### src/rtl/virtual_uart_host_drain.sv
// virtual_uart_host_drain: drains virtual UART TX bytes over AXI-lite into a byte FIFO
module virtual_uart_host_drain #(
  parameter int LOCAL_DATA_WIDTH = 32,
  parameter int LOCAL_ADDR_WIDTH = 32,
  parameter logic [LOCAL_ADDR_WIDTH-1:0] UART_BASE_ADDR = '0,
  parameter int FIFO_DEPTH = 16
) (
  input  logic                          clock_i,
  input  logic                          reset_i,
  input  logic                          int_xdma_i,
  output logic [LOCAL_ADDR_WIDTH-1:0]   m_axilite_awaddr,
  output logic                          m_axilite_awvalid,
  input  logic                          m_axilite_awready,
  output logic [LOCAL_DATA_WIDTH-1:0]   m_axilite_wdata,
  output logic [LOCAL_DATA_WIDTH/8-1:0] m_axilite_wstrb,
  output logic                          m_axilite_wvalid,
  input  logic                          m_axilite_wready,
  input  logic [1:0]                    m_axilite_bresp,
  input  logic                          m_axilite_bvalid,
  output logic                          m_axilite_bready,
  output logic [LOCAL_ADDR_WIDTH-1:0]   m_axilite_araddr,
  output logic                          m_axilite_arvalid,
  input  logic                          m_axilite_arready,
  input  logic [LOCAL_DATA_WIDTH-1:0]   m_axilite_rdata,
  input  logic [1:0]                    m_axilite_rresp,
  input  logic                          m_axilite_rvalid,
  output logic                          m_axilite_rready,
  output logic [7:0]                    byte_data_o,
  output logic                          byte_valid_o,
  input  logic                          byte_ready_i,
  output logic [$clog2(FIFO_DEPTH):0]   fifo_count_o,
  output logic                          err_o
);
  localparam int PW = $clog2(FIFO_DEPTH);
  typedef enum logic [2:0] {IDLE, AR, R, AW_W, B, HOLD} state_t;
  state_t state_q, state_d;
  logic arvalid_q, arvalid_d, rready_q, rready_d;
  logic awvalid_q, awvalid_d, wvalid_q, wvalid_d, bready_q, bready_d;
  logic aw_done_q, aw_done_d, w_done_q, w_done_d, err_q, err_d;
  logic [PW-1:0] wr_ptr_q, wr_ptr_d, rd_ptr_q, rd_ptr_d;
  logic [PW:0] count_q, count_d;
  logic [7:0] mem_q [FIFO_DEPTH];
  logic r_hs, aw_hs, w_hs, b_hs, aw_ok, w_ok, push, pop;
  logic unused_rdata;
  assign r_hs = m_axilite_rvalid && rready_q;
  assign aw_hs = m_axilite_awready && awvalid_q;
  assign w_hs = m_axilite_wready && wvalid_q;
  assign b_hs = m_axilite_bvalid && bready_q;
  assign aw_ok = aw_done_q || aw_hs;
  assign w_ok = w_done_q || w_hs;
  assign push = r_hs && m_axilite_rresp == 2'b00;
  assign pop = byte_valid_o && byte_ready_i;
  assign unused_rdata = ^m_axilite_rdata;
  always_comb begin
    state_d = state_q;
    arvalid_d = arvalid_q && !m_axilite_arready;
    rready_d = rready_q && !m_axilite_rvalid;
    awvalid_d = awvalid_q && !m_axilite_awready;
    wvalid_d = wvalid_q && !m_axilite_wready;
    bready_d = bready_q && !m_axilite_bvalid;
    aw_done_d = aw_done_q;
    w_done_d = w_done_q;
    err_d = err_q || (r_hs && m_axilite_rresp != 2'b00) || (b_hs && m_axilite_bresp != 2'b00);
    wr_ptr_d = wr_ptr_q + PW'(push);
    rd_ptr_d = rd_ptr_q + PW'(pop);
    count_d = count_q + (PW+1)'(push) - (PW+1)'(pop);
    case (state_q)
      // a full FIFO leaves the interrupt pending, which is the only backpressure
      IDLE: if (int_xdma_i && count_q < (PW+1)'(FIFO_DEPTH)) begin
        state_d = AR;
        arvalid_d = 1'b1;
      end
      AR: if (m_axilite_arready) begin
        state_d = R;
        rready_d = 1'b1;
      end
      R: if (m_axilite_rvalid) begin
        state_d = AW_W;
        awvalid_d = 1'b1;
        wvalid_d = 1'b1;
        aw_done_d = 1'b0;
        w_done_d = 1'b0;
      end
      AW_W: begin
        aw_done_d = aw_ok;
        w_done_d = w_ok;
        if (aw_ok && w_ok) begin
          state_d = B;
          bready_d = 1'b1;
        end
      end
      B: if (m_axilite_bvalid) state_d = HOLD;
      default: state_d = IDLE;
    endcase
  end
  always_ff @(posedge clock_i) begin
    if (reset_i) begin
      state_q <= IDLE;
      arvalid_q <= 1'b0;
      rready_q <= 1'b0;
      awvalid_q <= 1'b0;
      wvalid_q <= 1'b0;
      bready_q <= 1'b0;
      aw_done_q <= 1'b0;
      w_done_q <= 1'b0;
      err_q <= 1'b0;
      wr_ptr_q <= '0;
      rd_ptr_q <= '0;
      count_q <= '0;
    end else begin
      state_q <= state_d;
      arvalid_q <= arvalid_d;
      rready_q <= rready_d;
      awvalid_q <= awvalid_d;
      wvalid_q <= wvalid_d;
      bready_q <= bready_d;
      aw_done_q <= aw_done_d;
      w_done_q <= w_done_d;
      err_q <= err_d;
      wr_ptr_q <= wr_ptr_d;
      rd_ptr_q <= rd_ptr_d;
      count_q <= count_d;
    end
  end
  always_ff @(posedge clock_i) begin
    if (push) mem_q[wr_ptr_q] <= m_axilite_rdata[7:0];
  end
  assign m_axilite_araddr = UART_BASE_ADDR + LOCAL_ADDR_WIDTH'(32'h04);
  assign m_axilite_awaddr = UART_BASE_ADDR + LOCAL_ADDR_WIDTH'(32'h10);
  assign m_axilite_wdata = '0;
  assign m_axilite_wstrb = '1;
  assign m_axilite_arvalid = arvalid_q;
  assign m_axilite_rready = rready_q;
  assign m_axilite_awvalid = awvalid_q;
  assign m_axilite_wvalid = wvalid_q;
  assign m_axilite_bready = bready_q;
  assign byte_data_o = mem_q[rd_ptr_q];
  assign byte_valid_o = count_q != '0;
  assign fifo_count_o = count_q;
  assign err_o = err_q;
endmodule

### config.mk
export PLATFORM = sky130hd
export DESIGN_NAME = virtual_uart_host_drain
export DESIGN_NICKNAME = d
export VERILOG_FILES = /design/src/rtl/virtual_uart_host_drain.sv
export SDC_FILE = /design/constraint.sdc
export NUM_CORES = 1
export LEC_CHECK = 0
export CAP_MARGIN = 20
export CORE_MARGIN = 3
export CORE_UTILIZATION = 45
export DETAILED_ROUTE_END_ITERATION = 8
export HOLD_SLACK_MARGIN = 0.1
export PLACE_DENSITY = 0.76
export SYNTH_ARGS = -nofsm -noshare
export SYNTH_HDL_FRONTEND = slang
export SYNTH_SLANG_ARGS = --single-unit
### constraint.sdc
create_clock -name clock_i -period 2.6 [get_ports clock_i]
set_input_delay 0.78 -clock clock_i [delete_from_list [all_inputs] [get_ports clock_i]]
set_output_delay 0.78 -clock clock_i [all_outputs]
set_load 0.02 [all_outputs]
# --- Word level (Yosys, flattened, before mapping) ---
# Memories as Yosys holds them, arrays and structs flattened. A register that Yosys moved wholly into a read port is not among the register bits.
# Cells that the tools add are included.
totals:
  ram_bits: 128
  wordCells: 81
  reg_bits: 24
  output_inout_bits: 120
  mem_bits_ro: 0
  latchBits: 0
  input_bits: 45
  n_memories: 1
op_classes:
  bitwise_logic: 0
  add_sub_neg: 4
  div: 0
  eq_ne: 9
  n_reduce_logical: 32
  shift: 0
  multipliers: 0
  mux: 22
  magnitude_cmp: 1
mem_list:
  columns: ["memory", "depth", "word_bits", "read_ports", "rd_clocked_by_memory_dff", "write_ports", "line_no", "rtl"]
  rows:
  - ["mem_q", 16, 8, 1, 1, 1, "42", "logic [7:0] mem_q [FIFO_DEPTH];"]
op_table:
  columns: ["operator", "count"]
  rows:
  - ["$logic_and A1 B1 Y1", 15]
  - ["$mux W3", 5]
  - ["$pmux W3 S5", 1]
  - ["$mux W1", 13]
  - ["$ne A2 B2 Y1 const B", 5]
  - ["$add A4 B1 Y4", 2]
  - ["$eq A3 B2 Y1 const B", 2]
  - ["$reduce_bool A2 Y1", 3]
  - ["$add A5 B1 Y5", 1]
  - ["$logic_not A1 Y1", 5]
  - ["$lt A5 B5 Y1 const B", 1]
  - ["$reduce_and A5 Y1", 1]
  - ["$reduce_bool A5 Y1", 1]
  - ["$sub A5 B1 Y5", 1]
  - ["$logic_or A1 B1 Y1", 4]
  - ["$mux W4", 1]
  - ["$pmux W1 S2", 2]
  - ["$eq A3 B1 Y1 const B", 1]
  - ["$eq A3 B3 Y1 const B", 1]
  - ["$logic_not A3 Y1", 1]
  - ["$logic_not A2 Y1", 1]
  - ["$reduce_and A2 Y1", 1]

# --- Longest topological paths before layout ---
# Gate-level depths: netlist of run 1.
logic_depth:
  ltp_word: 5
  ltp_mapped: 12

# --- Worst setup path after synthesis of run 1 ---
# No wires, ideal clock.
synth_timing:
  path_type: "register to register"
  startpoint: "reg count_q[3], in the netlist fifo_count_o[3]"
  endpoint: "reg count_q[4], in the netlist fifo_count_o[4]"
  path_stages_with_launch: 13
  period_less_slack_ns: 3.091
  arrival_ns: 3.020
  slack_ns: -0.491
  t_required_ns: 2.529
  n_path_buf: 0
  cell_sequence: "dfxtp_1 > inv_1 > ha_1 > or4b_2 > and2_1 > ha_1 > inv_1 > ha_1 > fa_1 > a21oi_1 > nor2_1 > or3_1 > a21oi_1"
synth_via:
  elab_chain_len: 3
synth_rtl:
  columns: ["item", "line_no", "rtl"]
  rows:
  - ["start, declared", "41", "logic [PW:0] count_q, count_d;"]
  - ["start signal, assigned", "122", "count_q <= count_d;"]
  - ["$reduce_bool A5 Y1", "138", "assign byte_valid_o = count_q != '0;"]
  - ["named net byte_valid_o", "29", "output logic byte_valid_o,"]
  - ["$logic_and A1 B1 Y1", "52", "assign pop = byte_valid_o && byte_ready_i;"]
  - ["$sub A5 B1 Y5", "66", "count_d = count_q + (PW+1)'(push) - (PW+1)'(pop);"]
# The timed path passes the listed nets, and every way through them passes these cells.
# A chain may end at the register's enable or synchronous reset.

==> flow_metrics.tcl, run 1 <==
set metrics [dict create \
    syn-cell-area_sq_mm 0.00689 \
    hp-class "reg -> reg" \
    wirelength_mm 13.2 \
    cts.sinks 152 \
    finalPower_uw 7410 \
    grt_use_total 0.162 \
    cpMostUsedCell "buf_6" \
    antenna_left 0 \
    p_leak_uw 0.00297 \
    post-dp-hpwl_mm 8.58 \
    worstPathMaxFanout 5 \
    clkTransAtPathRegs_ns 0.06 \
    status "finished with violations" \
    drive_gt1_frac 0.256 \
    root_buffer "clkbuf_16" \
    critPathBufInv 3 \
    post-route-cell-area_sq_mm 0.00817 \
    worstPathArrival_ns 2.03 \
    cp-end-kind "primary output" \
    slew_headroom 0.595 \
    initial_core_util 0.467 \
    min_period_ns 2.81 \
    synth-seq-cells 152 \
    fillCellCount 1125 \
    synth_cell_types 36 \
    grt_overflow 0 \
    start_kind "flop" \
    required_ns 1.82 \
    hold_path.startpoint "m_axilite_wvalid" \
    die_w_microns 130 \
    syn_to_final_growth_pct 18.5 \
    fin_tns_setup_ns -1.46 \
    finalNetCount 595 \
    drc 0 \
    r2r_slack_ns -0.03 \
    r2r-start "fifo_count_o[3]" \
    drtIter0Drc 234 \
    syn_avg_cell_area_sq_um 15.2 \
    async_flop_share 0 \
    multi_input_area_sq_mm 0.00211 \
    fin_crit_sh 1.08 \
    grt_max_degree 17 \
    netlist.area_leader.share 0.558 \
    fin_skew_ns 0.0130 \
    num_rows 44 \
    wl_per_cell_microns 18.0 \
    cts_tree "built" \
    synth_edf_count 128 \
    grt_first_pass_wirelength_mm 19.8 \
    fp.dieH_microns 130 \
    r2r_end "fifo_count_o[4]" \
    rsz0062_at_grt "true" \
    syn_inst 453 \
    first_pass_iters 4 \
    ios 165 \
    tightest_slew_ns 0.606 \
    finalSetupViolCount 9 \
    violations "negative setup slack" \
    crit_chain "buf_12 -> buf_6 -> mux4_2 -> a22oi_2 -> nand2_1 -> buf_6" \
    ir_worst_vdd_mv 0.526 \
    reg2reg_depth 12 \
    via_count 3626 \
    grt_antenna_before_repair 0 \
    path_class "reg -> out" \
    clkLatencyLatePin_ns 0.42 \
    fp.dieArea_sq_mm 0.0168 \
    path_delay_family "multiplexers" \
    regArea_sq_mm 0.00434 \
    clockBufferDepth 2 \
    io_buffers 40 \
    cts_buffers 17 \
    synthTopCellsByArea "edfxtp_1 56%, buf_4 11%, dfxtp_1 7.0%" \
    grt_pass1_vias 3541 \
    antenna_cells 0 \
    design.core.area_sq_mm 0.0148 \
    drv_slew 0 \
    place_congestion 0.753 \
    fmax_mhz 356 \
    hold_viol_final 0 \
    hold_depth 2 \
    hold_end "m_axilite_wvalid" \
    powerDensity_mw_per_mm2 907 \
    max_stage_delay_ns 0.49 \
    drv_cap 0 \
    hold_buffers 0 \
    cts-htree-levels 4 \
    worst_slack_ns -0.212 \
    stdcell_count 735 \
    synth_flop_cell "edfxtp_1" \
    synth_largest_area_cell "edfxtp_1" \
    post_dp_cell_area_sq_mm 0.00737 \
    placedCellCount 697 \
    yosysSeqAreaShare 0.627 \
    synth_warnings 0 \
    whs_ns 0.510 \
    routed_via_density 4.93 \
    slowest_stage "mux4_2" \
]
==> placed cells by master (no fill, tap or decap), types with 3 or more instances in the layout <==
cell             netlist  layout
bufinv_16              0       4
dfxtp_1               24      21
a22oi_2                0      13
nand3b_1               3       3
a22oi_1               16       3
nand2b_1               9       9
clkinv_4               0       3
mux4_1                14       3
conb_1                 2     100
buf_12                 0       4
nor3_1                 7       7
xor2_1                 3       3
nand3_1                6       6
nand2_1               12      11
o21ai_0                3       3
a21oi_1               15      14
or2_2                  3       3
nor2b_1               12      12
inv_1                  6       4
dfxtp_4                0       3
nor2_1                27      26
mux4_2                18      29
ha_1                  10       8
clkdlybuf4s50_1        0      31
buf_4                101      37
clkbuf_16              0      17
buf_6                  3      10
xnor2_1                4       4
edfxtp_1             128     128
==> report_power, final <==
group	internal, uW	switching (uW)
registers	2730	91.5
logic	1080	947
clock network	1610	951
total	5420	1990
==> worst max path at each step <==
stage	from	to	slack, ns	depth (start not counted)
2_1_floorplan	fifo_count_o[2]	fifo_count_o[4]	-0.10	12
4_1_cts	rd_ptr_q[0]	byte_data_o[6]	-0.24	6
6_report	rd_ptr_q[0]	byte_data_o[6]	-0.21	6
5_1_grt	rd_ptr_q[0]	byte_data_o[0]	-0.29	6
3_3_place_gp	m_axilite_rresp[1]	fifo_count_o[4]	-0.39	11
3_5_place_dp	m_axilite_rresp[1]	fifo_count_o[4]	-0.41	11
==> cell usage after synthesis (6+ instances only) <==
cell type	instances
nand2b_1	9
ha_1	10
dfxtp_1	24
nor3_1	7
nor2_1	27
mux4_1	14
a22oi_1	16
clkbuf_1	6
inv_1	6
edfxtp_1	128
mux4_2	18
a21oi_1	15
buf_4	101
nand3_1	6
nand2_1	12
nor2b_1	12
==> what timing repair did <==
action,4_1_cts,5_1_grt
cloned,3,0
resized for setup,76,5
setup buffers,5,0
endpoints found under the setup margin,10,9
pin swaps,17,3
==> through the flow <==
| stage | util | setup WS (ns) |
|---|---|---|
| after CTS | 0.554 | -0.245 |
| after global routing | 0.554 | -0.290 |
| after floorplan | - | -0.103 |
| after detailed placement | 0.499 | -0.414 |
| after global placement | 0.499 | -0.393 |
| final | 0.554 | -0.212 |
==> area by class of cell <==
| cell class | instances | share of cell area |
|---|---|---|
| Timing Repair Buffer | 86 | 0.104 |
| Multi-Input combinational cell | 276 | 0.258 |
| Clock inverter | 14 | 0.0242 |
| Tap cell | 184 | 0.0282 |
| Sequential cell | 152 | 0.531 |
| Inverter | 6 | 0.00276 |
| Clock buffer | 17 | 0.0521 |
==> sequential cells by signal, summed over array words and instances (netlist names) <==
signal / flops
aw_done_q: 1
err_o: 1
fifo_count_o: 5
m_axilite_arvalid: 1
m_axilite_awvalid: 1
m_axilite_bready: 1
m_axilite_rready: 1
m_axilite_wvalid: 1
mem_q: 128
rd_ptr_q: 4
state_q: 3
w_done_q: 1
wr_ptr_q: 4
==> worst register-to-register path, cell delays in order, from the launching register on <==
cell	delay [ns]
dfxtp_4	0.34
inv_2	0.06
ha_1	0.12
or4b_4	0.46
and2_4	0.17
ha_4	0.24
inv_1	0.03
ha_2	0.17
fa_2	0.35
a21oi_2	0.12
nor2_1	0.05
or3_1	0.33
a21oi_1	0.12
==> routing by layer <==
layer / routed length, microns / global-route usage
met1: 4910 / 0.199
met2: 6980 / 0.271
met3: 1080 / 0.0528
met4: 249 / 0.0605
met5: 0 / 0
==> cell families (layout without fill, tap and decap cells) <==
| group | count (synthesis) | after routing | share of synthesized area |
|---|---|---|---|
| flops | 152 | 152 | 0.627 |
| buf+inv | 123 | 123 | 0.129 |
| simple gates | 87 | 87 | 0.0642 |
| compound gates | 37 | 37 | 0.0338 |
| mux | 34 | 34 | 0.115 |
| fa+ha+maj | 11 | 11 | 0.0211 |
| xor+xnor | 7 | 7 | 0.00889 |
| other cells | 2 | 100 | 0.00109 |
(Power assumes the default switching activity.)
==> run 2: changes to the inputs <==
- CORE_UTILIZATION: 45 -> 47
- CTS_BUF_LIST: not set -> sky130_fd_sc_hd__clkbuf_8
- PLACE_DENSITY: 0.76 -> 0.79
==> run 2 against run 1 <==
Against the previous run: the flow still finishes with violations (negative setup slack); final cell count decreased by 0.41%; non-clock buffer count unchanged; setup slack got worse by 0.074 ns; worst hold slack got worse by 0.014 ns; die area decreased by 4.1%; sequential power about the same; global-route usage increased by 0.17 points; count of clock-buffer cells in the layout unchanged.
==> flow_metrics.tcl, run 2 (same netlist as run 1, synthesis figures left out) <==
set metrics [dict create \
    initial_core_util 0.489 \
    cts.sinks 152 \
    grt_max_degree 19 \
    grt_overflow 0 \
    stdcell_count 732 \
    hold_viol_final 0 \
    drive_gt1_frac 0.254 \
    cp-end-kind "primary output" \
    drc 0 \
    hold_end "m_axilite_awvalid" \
    post-dp-hpwl_mm 8.28 \
    status "finished with violations" \
    syn_to_final_growth_pct 14.4 \
    worst_slack_ns -0.286 \
    antenna_cells 0 \
    regMostFlops "mem_q" \
    grt_first_pass_wirelength_mm 20.0 \
    antenna_left 0 \
    path_class "reg -> out" \
    clkLatencyLatePin_ns 0.44 \
    root_buffer "clkbuf_8" \
    wl_per_cell_microns 17.7 \
    drv_slew 0 \
    fp.dieH_microns 127 \
    die_w_microns 127 \
    num_rows 43 \
    fin_crit_sh 1.11 \
    routed_via_density 5.12 \
    required_ns 1.82 \
    cts-htree-levels 4 \
    cts_tree "built" \
    hold_depth 2 \
    whs_ns 0.495 \
    hold_path.startpoint "m_axilite_awvalid" \
    powerDensity_mw_per_mm2 822 \
    design.core.area_sq_mm 0.0141 \
    grt_pass1_vias 3619 \
    grt_use_total 0.164 \
    critPathLaunch "rd_ptr_q[0]" \
    fmax_mhz 346 \
    grt_antenna_before_repair 0 \
    fp.dieArea_sq_mm 0.0162 \
    finalSetupViolCount 9 \
    first_pass_iters 5 \
    violations "negative setup slack" \
    fin_skew_ns 0.0120 \
    p_leak_uw 0.00285 \
    wirelength_mm 12.9 \
    worstPathArrival_ns 2.11 \
    r2r-start "fifo_count_o[2]" \
    clkTransAtPathRegs_ns 0.08 \
    ir_worst_vdd_mv 0.381 \
    worstPathMaxFanout 11 \
    r2r_end "fifo_count_o[4]" \
    place_congestion 0.780 \
    largest_reg_flops 128 \
    min_period_ns 2.89 \
    hp-class "reg -> reg" \
    fin_util 0.559 \
    tightest_slew_ns 0.621 \
    reg2reg_depth 12 \
    io_buffers 40 \
    finalPower_uw 6490 \
    post-place-ws_ns -0.498 \
    via_count 3748 \
    slew_headroom 0.586 \
    ios 165 \
    drtIter0Drc 318 \
    cts_buffers 17 \
    start_kind "flop" \
    clockBufferDepth 2 \
    drv_cap 0 \
    finalNetCount 595 \
    final_common_cell "edfxtp_1" \
    layout_common_cells "128 x edfxtp_1, 100 x conb_1, 39 x buf_4, 31 x clkdlybuf4s50_1, 26 x nor2_1" \
    rsz0062_at_grt "true" \
    r2r_slack_ns -0.08 \
    placedCellCount 691 \
]
## run 2: cell count changes in the layout (fill, tap and decap cells not counted), moves of 4 or more
| cell | delta |
|---|---|
| buf_6 | -6 |
| clkbuf_8 | +17 |
| clkbuf_16 | -17 |
| mux4_1 | +4 |
| buf_2 | +5 |
| mux4_2 | -4 |
## run 2: metrics by stage
step | area (sq um) | setup TNS, ns
6_report | 7890 | -1.94
5_1_grt | 7890 | -2.72
4_1_cts | 7860 | -1.99
3_5_place_dp | 7370 | -6.86
3_3_place_gp | 7370 | -4.96
2_1_floorplan | 7280 | -0.103
## run 2: metal layers
metal	track usage	vias up	routed length, microns
met2	0.275	222	6600
met4	0.0448	0	153
met5	0	-	0
met1	0.214	1862	5020
li1	-	1650	-
met3	0.0435	14	1150
## run 2: report_power, final
group          internal (uW)  switching (uW)  leakage, uW
sequential              2720            88.4      0.00135
combinational           1030             954      0.00132
clock                    777             919     0.000187
total                   4530            1960      0.00285
## run 2: final cells by class
type	instances	area, sq um
Tap cell	180	225
Clock inverter	15	141
Fill cell	1054	6210
Sequential cell	152	4340
Inverter	6	25.0
Timing Repair Buffer	86	798
Clock buffer	17	234
Multi-Input combinational cell	276	2130
## run 2: worst max-delay path, cell delays in order (launching register included)
cell,delay (ns)
dfxtp_4,0.42
buf_12,0.15
buf_4,0.12
mux4_2,0.51
a22oi_2,0.22
nand2_1,0.08
buf_2,0.16
## run 2: worst max path at each step
stage	endpoint	depth (start not counted)
detailed placement	fifo_count_o[4]	11
global placement	fifo_count_o[4]	11
CTS	byte_data_o[7]	5
floorplan	fifo_count_o[4]	12
global route	byte_data_o[2]	6
finish	byte_data_o[2]	6
## run 2: what timing repair did
item,in CTS,in global routing
gates cloned,1,0
gates resized for setup,63,7
buffers inserted,5,4
hold endpoints to repair,0,0
pin swaps,8,4
setup endpoints to repair,10,9
hold buffers,0,0
